File: src/rtl/fetch_queue.sv
// In-order fetch queue between the PC/fetch stage and decode; flushed by pcSrc.
// Optional macro FETCHQ_BYPASS_EN: an empty queue forwards the input straight to decode.
module fetch_queue #(
   parameter int DEPTH = 4,
   parameter int AW    = 32
) (
   input  logic                   clk,
   input  logic                   reset,
   input  logic [AW-1:0]          inAddr,
   input  logic [AW-1:0]          inInstr,
   input  logic                   inValid,
   output logic                   inReady,
   input  logic                   pcSrc,
   output logic [AW-1:0]          outAddr,
   output logic [AW-1:0]          outInstr,
   output logic                   outFault,
   output logic                   outValid,
   input  logic                   outReady,
   output logic [$clog2(DEPTH):0] count
);

   localparam int IW = $clog2(DEPTH);
   localparam int PW = IW + 1;
   localparam logic [PW-1:0] FULL_CNT = PW'(DEPTH);

   logic [AW-1:0]    addr_mem_q  [DEPTH];
   logic [AW-1:0]    instr_mem_q [DEPTH];
   logic [DEPTH-1:0] fault_mem_q;

   logic [PW-1:0] wr_ptr_q, wr_ptr_d;
   logic [PW-1:0] rd_ptr_q, rd_ptr_d;
   logic          full, q_valid, push, pop;

   // Pointer difference modulo 2*DEPTH yields occupancy 0..DEPTH directly.
   assign count   = wr_ptr_q - rd_ptr_q;
   assign full    = (count == FULL_CNT);
   assign inReady = reset && !full && !pcSrc;
   assign q_valid = (count != '0) && !pcSrc;
   assign pop     = q_valid && outReady;

`ifdef FETCHQ_BYPASS_EN
   logic bypass;

   // An empty queue with a waiting consumer hands the entry over without storing it.
   assign bypass   = reset && (count == '0) && !pcSrc && inValid && outReady;
   assign push     = inValid && inReady && !bypass;
   assign outValid = q_valid || bypass;

   always_comb begin
      outAddr  = addr_mem_q[rd_ptr_q[IW-1:0]];
      outInstr = instr_mem_q[rd_ptr_q[IW-1:0]];
      outFault = fault_mem_q[rd_ptr_q[IW-1:0]];
      if (bypass) begin
         outAddr  = inAddr;
         outInstr = inInstr;
         outFault = (inAddr[1:0] != 2'b00);
      end
   end
`else
   assign push     = inValid && inReady;
   assign outValid = q_valid;
   assign outAddr  = addr_mem_q[rd_ptr_q[IW-1:0]];
   assign outInstr = instr_mem_q[rd_ptr_q[IW-1:0]];
   assign outFault = fault_mem_q[rd_ptr_q[IW-1:0]];
`endif

   always_comb begin
      wr_ptr_d = wr_ptr_q;
      rd_ptr_d = rd_ptr_q;
      if (pcSrc) begin
         wr_ptr_d = '0;
         rd_ptr_d = '0;
      end else begin
         if (push) wr_ptr_d = wr_ptr_q + PW'(1);
         if (pop)  rd_ptr_d = rd_ptr_q + PW'(1);
      end
   end

   always_ff @(posedge clk or negedge reset) begin
      if (!reset) begin
         wr_ptr_q <= '0;
         rd_ptr_q <= '0;
      end else begin
         wr_ptr_q <= wr_ptr_d;
         rd_ptr_q <= rd_ptr_d;
      end
   end

   // Payload storage is deliberately left out of reset; only pointers define validity.
   always_ff @(posedge clk) begin
      if (push && !pcSrc) begin
         addr_mem_q[wr_ptr_q[IW-1:0]]  <= inAddr;
         instr_mem_q[wr_ptr_q[IW-1:0]] <= inInstr;
         fault_mem_q[wr_ptr_q[IW-1:0]] <= (inAddr[1:0] != 2'b00);
      end
   end

endmodule

File: config.mk
export PLATFORM = sky130hd
export DESIGN_NAME = fetch_queue
export DESIGN_NICKNAME = d
export VERILOG_FILES = /design/src/rtl/fetch_queue.sv
export SDC_FILE = /design/constraint.sdc
export NUM_CORES = 1
export LEC_CHECK = 0
export ABC_AREA = 1
export BUFFER_PORTS_ARGS = -buffer_cell sky130_fd_sc_hd__buf_2
export CORE_UTILIZATION = 64
export CTS_BUF_LIST = sky130_fd_sc_hd__clkbuf_2
export CTS_CLUSTER_SIZE = 8
export DETAILED_ROUTE_END_ITERATION = 10
export PLACE_DENSITY = 0.87
export SYNTH_ARGS = -nofsm -noshare
export SYNTH_HDL_FRONTEND = slang
export SYNTH_SLANG_ARGS = --single-unit
File: constraint.sdc
create_clock -name clk -period 7.3 [get_ports clk]
set_input_delay 0.365 -clock clk [delete_from_list [all_inputs] [get_ports clk]]
set_output_delay 0.365 -clock clk [all_outputs]
set_load 0.01 [all_outputs]
==> metrics.log, run 1 <==
INFO  metric layout.cells.most_common_list = 260 x edfxtp_1, 138 x buf_2, 106 x o21ai_0
INFO  metric slew-limit-headroom = 17.8%
INFO  metric post-route-period-util = 56.4%
INFO  metric dp_hpwl = 12800 um
INFO  metric endpoint_kind = output pin
INFO  metric cts_sinks = 266
INFO  metric cts_tree = done
INFO  metric setup_tns = 0 ns
INFO  metric port_buffers = 138
INFO  metric routed_wire_length_per_instance = 19.9 um
INFO  metric cts_hold_buf = 71
INFO  metric final_hold_viol_count = 0
INFO  metric vdd.ir_drop.worst = 0.221 mV
INFO  metric timing.clock.skew = 0.0433 ns
INFO  metric nets = 1015
INFO  metric number_of_global_route_vias_before_repair = 7303
INFO  metric fp.dieArea = 17100 sq um
INFO  metric stdcell_area = 12600 sq um
INFO  metric postLayoutSetupSlackWorst = 3.18 ns
INFO  metric ant_nets = 0
INFO  metric drt_drc_violations_left = 0
INFO  metric pin_count = 139
INFO  metric dr.first_iter.drc_count = 628
INFO  metric final.fill_count = 883
INFO  metric synth_cell_types = 26
INFO  metric worstSetupStartpointType = flop
INFO  metric dr.pass1.iters = 6
INFO  metric dominantRegCellSynth = edfxtp_1
INFO  metric tightestPinTransition = 1.23 ns
INFO  metric critical_path_arrival = 3.76 ns
INFO  metric grt_start_max_net_pins = 88
INFO  metric critPathRequiredTime = 6.93 ns
INFO  metric postCtsSetupRepairBufs = 0
INFO  metric synth.yosys.seq_area_share = 74.9%
INFO  metric number_of_buffers_inserted_during_clock_tree_synthesis = 61
INFO  metric clk-insertion-delay-late = 0.83 ns
INFO  metric layout-area-overhead-vs-synth = 18.7%
INFO  metric antenna_found_initial = 0
INFO  metric die-height = 131 um
INFO  metric root_buffer = clkbuf_2
INFO  metric routed-via-count = 7009
INFO  metric timing.setup.critical_path_class = reg2out
INFO  metric grt_pass1_wl = 36700 um
INFO  metric power.static_leakage = 4.56 nW
INFO  metric grt-ovfl-total = 0
INFO  metric post_synth_instance_area = 10600 sq um
INFO  metric syn_avg_cell_area = 15.1 sq um
INFO  metric synth_enable_flop_cells = 260
INFO  metric start_util = 66.2%
INFO  metric achievable-frequency = 243 MHz
INFO  metric power.density_cell_area = 318 nW/um^2
INFO  metric setup-violations-final = 0
INFO  metric gp_congestion = 0.737
INFO  metric post-place-ws = 3.41 ns
INFO  metric rsz_0062_raised_after_global_routing = false
INFO  metric cts_repair_resize_count = 0
INFO  metric crit_fanout = 74
INFO  metric drt_wl_total = 24000 um
INFO  metric floorplan.core_area = 16100 sq um
INFO  metric ys_ff_latch = 266
INFO  metric synthesis.nets = 778
INFO  metric cts.htree.levels = 2
INFO  metric post_drt_via_cell_ratio = 5.83
INFO  metric outcome = completed
INFO  metric grt_util_all_layers = 28.9%
INFO  metric std_cell_rows = 46
INFO  metric die_x = 131 um
INFO  metric total_power = 4.01 mW
INFO  metric synth_warnings = 0
INFO  metric timing.hold.worst.class = in2reg
INFO  metric cts.path.max_buffers = 3
INFO  metric most_common_cell_after_layout_fill_and_taps_aside = edfxtp_1
INFO  metric layout_cells_sized_above_1 = 32.8%
INFO  metric final_period_minus_worst_setup_slack = 4.12 ns
INFO  metric post_dp_cell_area = 11400 sq um
INFO  metric asyncSetResetFlopFracSynth = 2.26%
INFO  metric cap_viol_max_count = 0
INFO  metric cts.clk_slew.worst_paths = 0.12 ns
INFO  metric syn_inst = 702
INFO  metric timing.final.max_slew_violations = 0
-- through the flow --
step	hold slack, ns	util, %	cells
6_report	0.286	78.6	1202
5_1_grt	0.236	78.5	1201
4_1_cts	0.218	78.5	1201
3_5_place_dp	0.206	70.9	1021
3_3_place_gp	0.202	70.9	1021
2_1_floorplan	0.0694	-	702
-- cell usage after synthesis, types with 5 or more instances --
cell type,count,area share [%]
edfxtp_1,260,73
clkbuf_1,17,0.60
nor2_4,30,3.2
buf_6,6,0.64
nand2_1,18,0.64
inv_1,12,0.42
nor2_1,99,3.5
ha_1,6,0.71
o22ai_2,30,3.5
o21ai_1,20,0.94
o21ai_0,106,5.0
dfrtp_1,6,1.4
inv_2,5,0.18
nand3_1,12,0.57
buf_2,14,0.66
nor2_2,6,0.35
o22ai_1,35,2.1
-- worst max-delay path, stage by stage, from the launching register on --
cell,delay (ns)
dfrtp_4,0.70
inv_6,0.54
buf_4,0.94
o21ai_0,0.30
o22ai_2,0.21
buf_2,0.18
-- power breakdown --
| group | total, mW | internal, mW | leakage [nW] | switching, mW |
|---|---|---|---|---|
| clock | 0.889 | 0.328 | 0.411 | 0.561 |
| combinational | 1.35 | 0.469 | 1.73 | 0.878 |
| sequential | 1.78 | 1.73 | 2.43 | 0.0491 |
| total | 4.01 | 2.53 | 4.56 | 1.49 |
-- final cells by class --
cell class	count	area [sq um]	share of cell area, %
antenna	1	2.50	0.0198
timing repair buffer	216	1450	11.5
clock inverter	19	75.1	0.595
clock buffer	90	450	3.57
inverter	18	72.6	0.575
multi-input combinational	376	2330	18.5
tap	216	270	2.14
sequential	266	7960	63.1
-- cells by family (layout without fill, tap and decap cells) --
kind of cell             Yosys count  in the layout  share of synthesized area (%)
flip-flops                       266            266                           74.9
AO/OA/AOI/OAI                    195            195                           11.9
AND/OR/NAND/NOR                  172            172                           8.71
buffers and inverters             60            343                           3.47
adder cells (fa/ha/maj)            7              7                          0.895
XOR/XNOR                           2              2                          0.165
other                              0              1                              0
-- layer usage --
layer | wire length, um | GRT usage, % | vias to the layer above
met3 | 1950 | 7.13 | 76
met2 | 12200 | 49.3 | 404
met4 | 821 | 14.1 | 0
li1 | - | - | 3143
met1 | 8960 | 34.5 | 3386
met5 | 0 | 0 | -
-- registers in the layout (all words and copies together) (netlist names) --
signal and cells:
addr_mem_q 128, rd_ptr_q 3, wr_ptr_q 3, fault_mem_q 4, instr_mem_q 128
-- worst paths after layout --
kind,from,end,slack [ns],cells after the start
max reg2reg,rd_ptr_q[0],addr_mem_q[3][4],3.30,10
min reg2reg,wr_ptr_q[0],wr_ptr_q[0],0.59,2
max,rd_ptr_q[0],outAddr[3],3.18,5
min,inAddr[14],addr_mem_q[0][14],0.29,2
min in group asynchronous,reset,rd_ptr_q[0],0.48,3
max in group asynchronous,reset,rd_ptr_q[1],6.55,3
(Power assumes the default switching activity.)
==> run 2: changes to the inputs <==
Settings changed: ABC_AREA 1 to 0, CORE_UTILIZATION 64 to 59, PLACE_DENSITY 0.87 to 0.82.
Clock period 7.3 ns to 3.96 ns, I/O delays scaled along.
==> run 2 against run 1 <==
Effect of this change: count of clock-buffer cells in the layout decreased by 3; clock skew is 0.018 ns higher; die area up 0.86%; sequential share of layout area increased by 2.4 points; non-clock buffer count grew 3; power up 60%; highest routed layer unchanged.
==> metrics.log, run 2 <==
INFO  metric dr.pass1.iters = 4 (-2)
INFO  metric grt_util_all_layers = 22.5% (-6.4 points)
INFO  metric ys_top_cells_by_area = edfxtp_1 79%, mux4_2 15%, dfrtp_1 1.5%, ha_1 0.76%, nor3b_1 0.38%
INFO  metric setup_tns = 0 ns (unchanged)
INFO  metric post-route-period-util = 84.5%
INFO  metric synth.top_cells.by_count = 260 x edfxtp_1, 65 x mux4_2, 6 x dfrtp_1, 6 x ha_1
INFO  metric dominantRegCellSynth = edfxtp_1
INFO  metric postCtsSetupRepairBufs = 0 (unchanged)
INFO  metric nets = 736 (-27%)
INFO  metric layout_cells_sized_above_1 = 44.4% (+12 points)
INFO  metric port_buffers = 138 (unchanged)
INFO  metric total_power = 6.43 mW (+60%)
INFO  metric whs_endpoint = addr_mem_q[2][25]
INFO  metric die_x = 131 um (+0.43%)
INFO  metric crit_fanout = 51 (-31%)
INFO  metric routed_wire_length_per_instance = 20.2 um (+1.4%)
INFO  metric endpoint_kind = output pin
INFO  metric synth_warnings = 0 (unchanged)
INFO  metric number_of_buffers_inserted_during_clock_tree_synthesis = 59 (-3.3%)
INFO  metric critical_path_arrival = 3.15 ns (-0.61 ns)
INFO  metric worst-r2r-setup-slack = 0.71 ns (-2.59 ns)
INFO  metric cap_viol_max_count = 0 (unchanged)
INFO  metric timing.hold.worst.class = in2reg
INFO  metric worst_r2r_path_depth = 6 (-4)
INFO  metric slowest_delay = 0.81 ns (-0.13 ns)
INFO  metric synth.yosys.seq_area_share = 80.5% (+5.6 points)
INFO  metric final_hold_viol_count = 0 (unchanged)
INFO  metric syn_inst = 396 (-44%)
INFO  metric fin_hold_ws = 0.126 ns (-0.160 ns)
INFO  metric floorplan.core_area = 16100 sq um (+0.36%)
INFO  metric grt-ovfl-total = 0 (unchanged)
INFO  metric timing.setup.critical_path_class = reg2out
INFO  metric number_of_global_route_vias_before_repair = 5527 (-24%)
INFO  metric post-place-ws = 0.748 ns (-2.66 ns)
INFO  metric cts.htree.levels = 2 (unchanged)
INFO  metric grt_start_max_net_pins = 68 (-23%)
INFO  metric timing.final.max_slew_violations = 0 (unchanged)
INFO  metric worst_r2r_endpoint = instr_mem_q[0][18]
INFO  metric fp.dieArea = 17300 sq um (+0.86%)
INFO  metric cp_cell_sequence = buf_4 -> mux4_2 -> buf_2
INFO  metric dp_hpwl = 10500 um (-18%)
INFO  metric synth_cell_types = 30 (+15%)
INFO  metric synthMostInstantiatedCell = edfxtp_1
INFO  metric power.static_leakage = 4.29 nW (-6.1%)
INFO  metric rsz_0062_raised_after_global_routing = false
INFO  metric vdd.ir_drop.worst = 0.269 mV (+22%)
INFO  metric setup-violations-final = 0 (unchanged)
INFO  metric routed_wl_met3 = 1060 um (-46%)
INFO  metric cts.clk_slew.worst_paths = 0.11 ns (about the same)
INFO  metric top_layer = met4
INFO  metric gp_congestion = 0.794 (+7.7%)
INFO  metric root_buffer = clkbuf_2
INFO  metric cells_on_worst_hold_path = 2 (unchanged)
INFO  metric antenna_found_initial = 1 (+1)
INFO  metric layout-area-overhead-vs-synth = 23.0%
INFO  metric critPathRequiredTime = 3.76 ns (-3.17 ns)
INFO  metric tightestPinTransition = 0.964 ns (-0.267 ns)
INFO  metric layout.cells.most_common_list = 260 x edfxtp_1, 138 x buf_2, 87 x clkbuf_2
INFO  metric pin_count = 139 (unchanged)
INFO  metric timing.clock.skew = 0.0609 ns (+0.0176 ns)
INFO  metric synth_area_leader_cell = edfxtp_1
INFO  metric post_synth_instance_area = 9880 sq um (-7.0%)
INFO  metric setup.worst_path.start = rd_ptr_q[0]
INFO  metric post_drt_via_cell_ratio = 5.51 (-5.6%)
INFO  metric ys_ff_latch = 266 (unchanged)
INFO  metric routedLengthMet1 = 7320 um (-18%)
INFO  metric most_common_cell_after_layout_fill_and_taps_aside = edfxtp_1
INFO  metric routed-via-count = 5066 (-28%)
INFO  metric synthesis.nets = 472 (-39%)
INFO  metric outcome = completed
INFO  metric cts_tree = done
INFO  metric asyncSetResetFlopFracSynth = 2.26% (unchanged)
INFO  metric final_period_minus_worst_setup_slack = 3.35 ns
INFO  metric dr.first_iter.drc_count = 329 (-48%)
INFO  metric hold_start = inAddr[25]
INFO  metric synth_enable_flop_cells = 260 (unchanged)
INFO  metric clk-insertion-delay-late = 0.81 ns (-0.02 ns)
INFO  metric drt_wl_total = 18600 um (-22%)
INFO  metric std_cell_rows = 46 (unchanged)
INFO  metric met2WireLength = 9630 um (-21%)
INFO  metric power.density_cell_area = 529 nW/um^2 (+66%)
INFO  metric worstSetupStartpointType = flop
INFO  metric slew-limit-headroom = 35.7% (+18 points)
INFO  metric achievable-frequency = 299 MHz
INFO  metric ant_nets = 0 (unchanged)
INFO  metric start_util = 61.3% (-4.9 points)
INFO  metric grt_pass1_wl = 29000 um (-21%)
INFO  metric regToRegStartpoint = rd_ptr_q[0]
INFO  metric yosys.area.top_type_share = 79.0% (+5.5 points)
INFO  metric postLayoutSetupSlackWorst = 0.614 ns (-2.57 ns)
INFO  metric cts_sinks = 266 (unchanged)
INFO  metric critical-path-slowest-cell = buf_4
INFO  metric cts.path.max_buffers = 3 (unchanged)
INFO  metric die-height = 131 um (+0.43%)
INFO  metric drt_drc_violations_left = 0 (unchanged)
INFO  metric syn_avg_cell_area = 25.0 sq um (+65%)
==> run 2: changes by cell type after synthesis, moves of 11 or more <==
cell and change:
o22ai_2 -30, o22ai_1 -35, o21ai_0 -106, mux4_2 +65
nand3_1 -11, o21ai_1 -20, nor2_4 -30, nand2_1 -16
nor2_1 -94, clkbuf_1 -13
==> run 2: kinds of logic after synthesis <==
kind of cell / share of synthesized area (%)
xor gates and xnor gates: 0.329
adders and majority gates: 0.962
and+or+nand+nor: 1.25
DFF: 80.5
AOI/OAI and AO/OA: 0.545
buffers and inverters: 0.975
muxes: 15.4
==> run 2: power by group <==
| part | internal [mW] | switching, mW |
|---|---|---|
| clock | 0.647 | 0.968 |
| combinational | 0.790 | 0.776 |
| sequential | 3.18 | 0.0686 |
| total | 4.62 | 1.81 |
==> run 2: how the worst max path moves through the flow <==
stage | cells past startpoint | endpoint | slack [ns]
after floorplan | 6 | addr_mem_q[0][0] | -0.71
after global placement | 6 | instr_mem_q[0][30] | 0.85
after detailed placement | 6 | instr_mem_q[0][30] | 0.75
after CTS | 3 | outInstr[7] | 0.40
after global routing | 3 | outAddr[10] | 0.28
final | 3 | outAddr[5] | 0.61
==> run 2: cell type report <==
cell class	count	area (sq um)
clock buffers	87	435
multi-input cells	109	1870
diodes	1	2.50
flip-flops and latches	266	7970
repair buffers	219	1500
well taps	216	270
clock inverters	17	91.3
inverters	5	18.8
fillers	934	3960
==> run 2: repair_timing <==
| item | CTS | global route |
|---|---|---|
| gates resized for setup | 0 | 0 |
| hold buffers | 71 | 0 |
| endpoints found under the hold margin | 272 | 0 |
==> run 2: stage by stage <==
| step | cell area, sq um | util, % | std cells |
|---|---|---|---|
| after global placement | 10900 | 67.7 | 744 |
| after CTS | 12200 | 75.4 | 919 |
| after detailed placement | 10900 | 67.7 | 744 |
| after global routing | 12200 | 75.4 | 920 |
| final | 12200 | 75.4 | 920 |
| after floorplan | 9900 | - | 396 |
==> run 2: worst max-delay path, delay by kind of cell, from the launching register on <==
kind     cells  cell delay (ns)
buf+inv      2             0.98
flops        1             0.68
mux          1             0.64
==> run 2: per-layer routing <==
metal	global-route usage [%]	vias up
li1	-	2253
met1	28.3	2562
met2	36.9	208
met3	5.59	43
met4	10.9	0
met5	0	-
==> run 3: changes to the inputs <==
Settings changed: CORE_UTILIZATION 59 to 53, PLACE_DENSITY 0.82 to 0.78.
Clock period 3.96 ns to 2.9 ns, I/O delays scaled along.
==> run 3 against run 2 <==
Effect of this change: the run now ends with design-rule violations left; die area up 11%; setup slack worse by 0.55 ns; non-clock buffer count up 6; critical path depth up 3; hold slack worse by 0.0054 ns; core utilization down 7.4 points; count of clock-buffer cells in the layout up 10; clock skew down 0.024 ns; critical endpoint is now instr_mem_q[3][0]; highest routed layer unchanged.
==> metrics.log, run 3 (synthesized netlist as in run 2, its figures left out) <==
INFO  metric final_util = 68.0% (-7.4 points)
INFO  metric layout-area-overhead-vs-synth = 25.0%
INFO  metric post-route-period-util = 97.8%
INFO  metric endpoint_kind = flop
INFO  metric final_hold_viol_count = 0 (unchanged)
INFO  metric grt_start_max_net_pins = 68 (unchanged)
INFO  metric timing.final.max_slew_violations = 0 (unchanged)
INFO  metric gp_congestion = 0.760 (-4.2%)
INFO  metric worst-r2r-setup-slack = 0.06 ns (-0.65 ns)
INFO  metric tightestPinTransition = 0.966 ns (+0.00165 ns)
INFO  metric routed-via-count = 5053 (-0.26%)
INFO  metric final_period_minus_worst_setup_slack = 2.84 ns
INFO  metric fp.dieArea = 19200 sq um (+11%)
INFO  metric final.fill_count = 1181 (+26%)
INFO  metric floorplan.core_area = 18100 sq um (+13%)
INFO  metric cts_tree = done
INFO  metric setup_tns = 0 ns (unchanged)
INFO  metric post_drt_via_cell_ratio = 5.34 (-3.1%)
INFO  metric timing.clock.skew = 0.0371 ns (-0.0238 ns)
INFO  metric crit_fanout = 25 (-51%)
INFO  metric antenna_found_initial = 2 (+1)
INFO  metric timing.hold.worst.class = in2reg
INFO  metric power.static_leakage = 4.37 nW (+2.1%)
INFO  metric pin_count = 139 (unchanged)
INFO  metric dr.pass1.iters = 8 (+4)
INFO  metric start_util = 54.4% (-6.9 points)
INFO  metric routed_wire_length_per_instance = 19.6 um (-2.9%)
INFO  metric setup-violations-final = 0 (unchanged)
INFO  metric cts.path.max_buffers = 3 (unchanged)
INFO  metric std_cell_rows = 49 (+6.5%)
INFO  metric clk-insertion-delay-late = 0.78 ns (-0.03 ns)
INFO  metric total_power = 9.03 mW (+41%)
INFO  metric grt_util_all_layers = 20.5% (-2.0 points)
INFO  metric drt_drc_violations_left = 18 (+18)
INFO  metric number_of_global_route_vias_before_repair = 5659 (+2.4%)
INFO  metric nets = 750 (+1.9%)
INFO  metric whs_endpoint = instr_mem_q[2][8]
INFO  metric dp_hpwl = 10200 um (-2.6%)
INFO  metric layout.cells.most_common_list = 260 x edfxtp_1, 138 x buf_2, 97 x clkbuf_2
INFO  metric critical_path_arrival = 3.24 ns (+0.09 ns)
INFO  metric worstSetupStartpointType = flop
INFO  metric timing.setup.critical_path_class = reg2reg
INFO  metric grt-ovfl-total = 0 (unchanged)
INFO  metric achievable-frequency = 353 MHz
INFO  metric postLayoutSetupSlackWorst = 0.0646 ns (-0.549 ns)
INFO  metric post_dp_cell_area = 11000 sq um (+0.58%)
INFO  metric slew-limit-headroom = 35.6% (-0.11 points)
INFO  metric worst_r2r_endpoint = instr_mem_q[3][0]
INFO  metric cts.htree.levels = 3 (+1)
INFO  metric drt_wl_total = 18600 um (about the same)
INFO  metric post-place-ws = 0.143 ns (-0.605 ns)
INFO  metric most_common_cell_after_layout_fill_and_taps_aside = edfxtp_1
INFO  metric regToRegStartpoint = rd_ptr_q[0]
INFO  metric dr.first_iter.drc_count = 307 (-6.7%)
INFO  metric die-height = 139 um (+5.4%)
INFO  metric final-instance-count-excl-fill = 947 (+2.9%)
INFO  metric worst_r2r_path_depth = 6 (unchanged)
INFO  metric hold_start = inInstr[8]
INFO  metric grt_pass1_wl = 29400 um (+1.6%)
INFO  metric postCtsSetupRepairBufs = 0 (unchanged)
INFO  metric port_buffers = 138 (unchanged)
INFO  metric critPathRequiredTime = 3.31 ns (-0.45 ns)
INFO  metric layout_cells_sized_above_1 = 46.1% (+1.7 points)
INFO  metric vdd.ir_drop.worst = 0.429 mV (+59%)
INFO  metric violations = design-rule violations
INFO  metric power.density_cell_area = 732 nW/um^2 (+38%)
INFO  metric multi_input_comb_area = 1890 sq um (+0.80%)
INFO  metric stdcell_area = 12300 sq um (+1.6%)
INFO  metric root_buffer = clkbuf_2
INFO  metric outcome = complete, but fails checks
INFO  metric post-place-cells = 758 (+1.9%)
INFO  metric cap_viol_max_count = 0 (unchanged)
INFO  metric die_x = 139 um (+5.4%)
INFO  metric cts.clk_slew.worst_paths = 0.11 ns (about the same)
INFO  metric ant_nets = 0 (unchanged)
INFO  metric fin_hold_ws = 0.121 ns (-0.00539 ns)
INFO  metric cts_sinks = 266 (unchanged)
INFO  metric number_of_buffers_inserted_during_clock_tree_synthesis = 67 (+14%)
INFO  metric cells_on_worst_hold_path = 2 (unchanged)
INFO  metric regArea = 7970 sq um (unchanged)
run 3: cell count changes in the layout (fill, tap and decap cells not counted), moves of 3 or more:
cell / previous run / this run
buf_4: 8 / 4
clkinv_1: 14 / 7
inv_2: 1 / 6
clkbuf_2: 87 / 97
dlygate4sd3_1: 71 / 76
buf_12: 2 / 5
run 3: timing repair:
action | CTS | global route
setup endpoints to repair | 34 | 2
resized for setup | 6 | 2
pin swaps | 0 | 0
hold endpoints to repair | 272 | 0
hold buffers | 76 | 0
run 3: how the worst max path moves through the flow:
stage / startpoint / to / slack [ns]
after floorplan: wr_ptr_q[0] / addr_mem_q[3][0] / -0.83
after global placement: rd_ptr_q[0] / outInstr[29] / 0.24
after detailed placement: wr_ptr_q[0] / instr_mem_q[3][0] / 0.14
after CTS: rd_ptr_q[0] / outAddr[25] / 0.0008
after global routing: wr_ptr_q[0] / instr_mem_q[0][19] / -0.02
final: rd_ptr_q[0] / instr_mem_q[3][0] / 0.06
run 3: layout make-up:
cell class                 instances  share of cell area (%)
antenna                            2                  0.0405
clock buffer                      97                    3.93
clock inverter                    14                   0.648
inverter                           5                   0.152
multi-input combinational        109                    15.3
sequential                       266                    64.5
tap                              229                    2.32
timing repair buffer             225                    13.1
run 3: power breakdown:
part           switching, mW  internal (mW)
registers             0.0381           4.34
logic                   1.12           1.15
clock network           1.40          0.973
total                   2.57           6.47
run 3: per-layer routing:
| metal | GRT usage (%) | share of wire [%] | vias to the layer above |
|---|---|---|---|
| met5 | 0 | 0 | - |
| met1 | 24.1 | 39 | 2559 |
| met3 | 5.77 | 5.7 | 47 |
| met2 | 34.4 | 53 | 168 |
| li1 | - | - | 2279 |
| met4 | 11.4 | 3.1 | 0 |
run 3: critical path: stages (launching register included):
cell      delay, ns
dfrtp_4        0.51
ha_4           0.17
fa_2           0.36
xnor3_2        0.32
o211ai_1       0.33
nor3b_4        0.36
buf_4          0.41
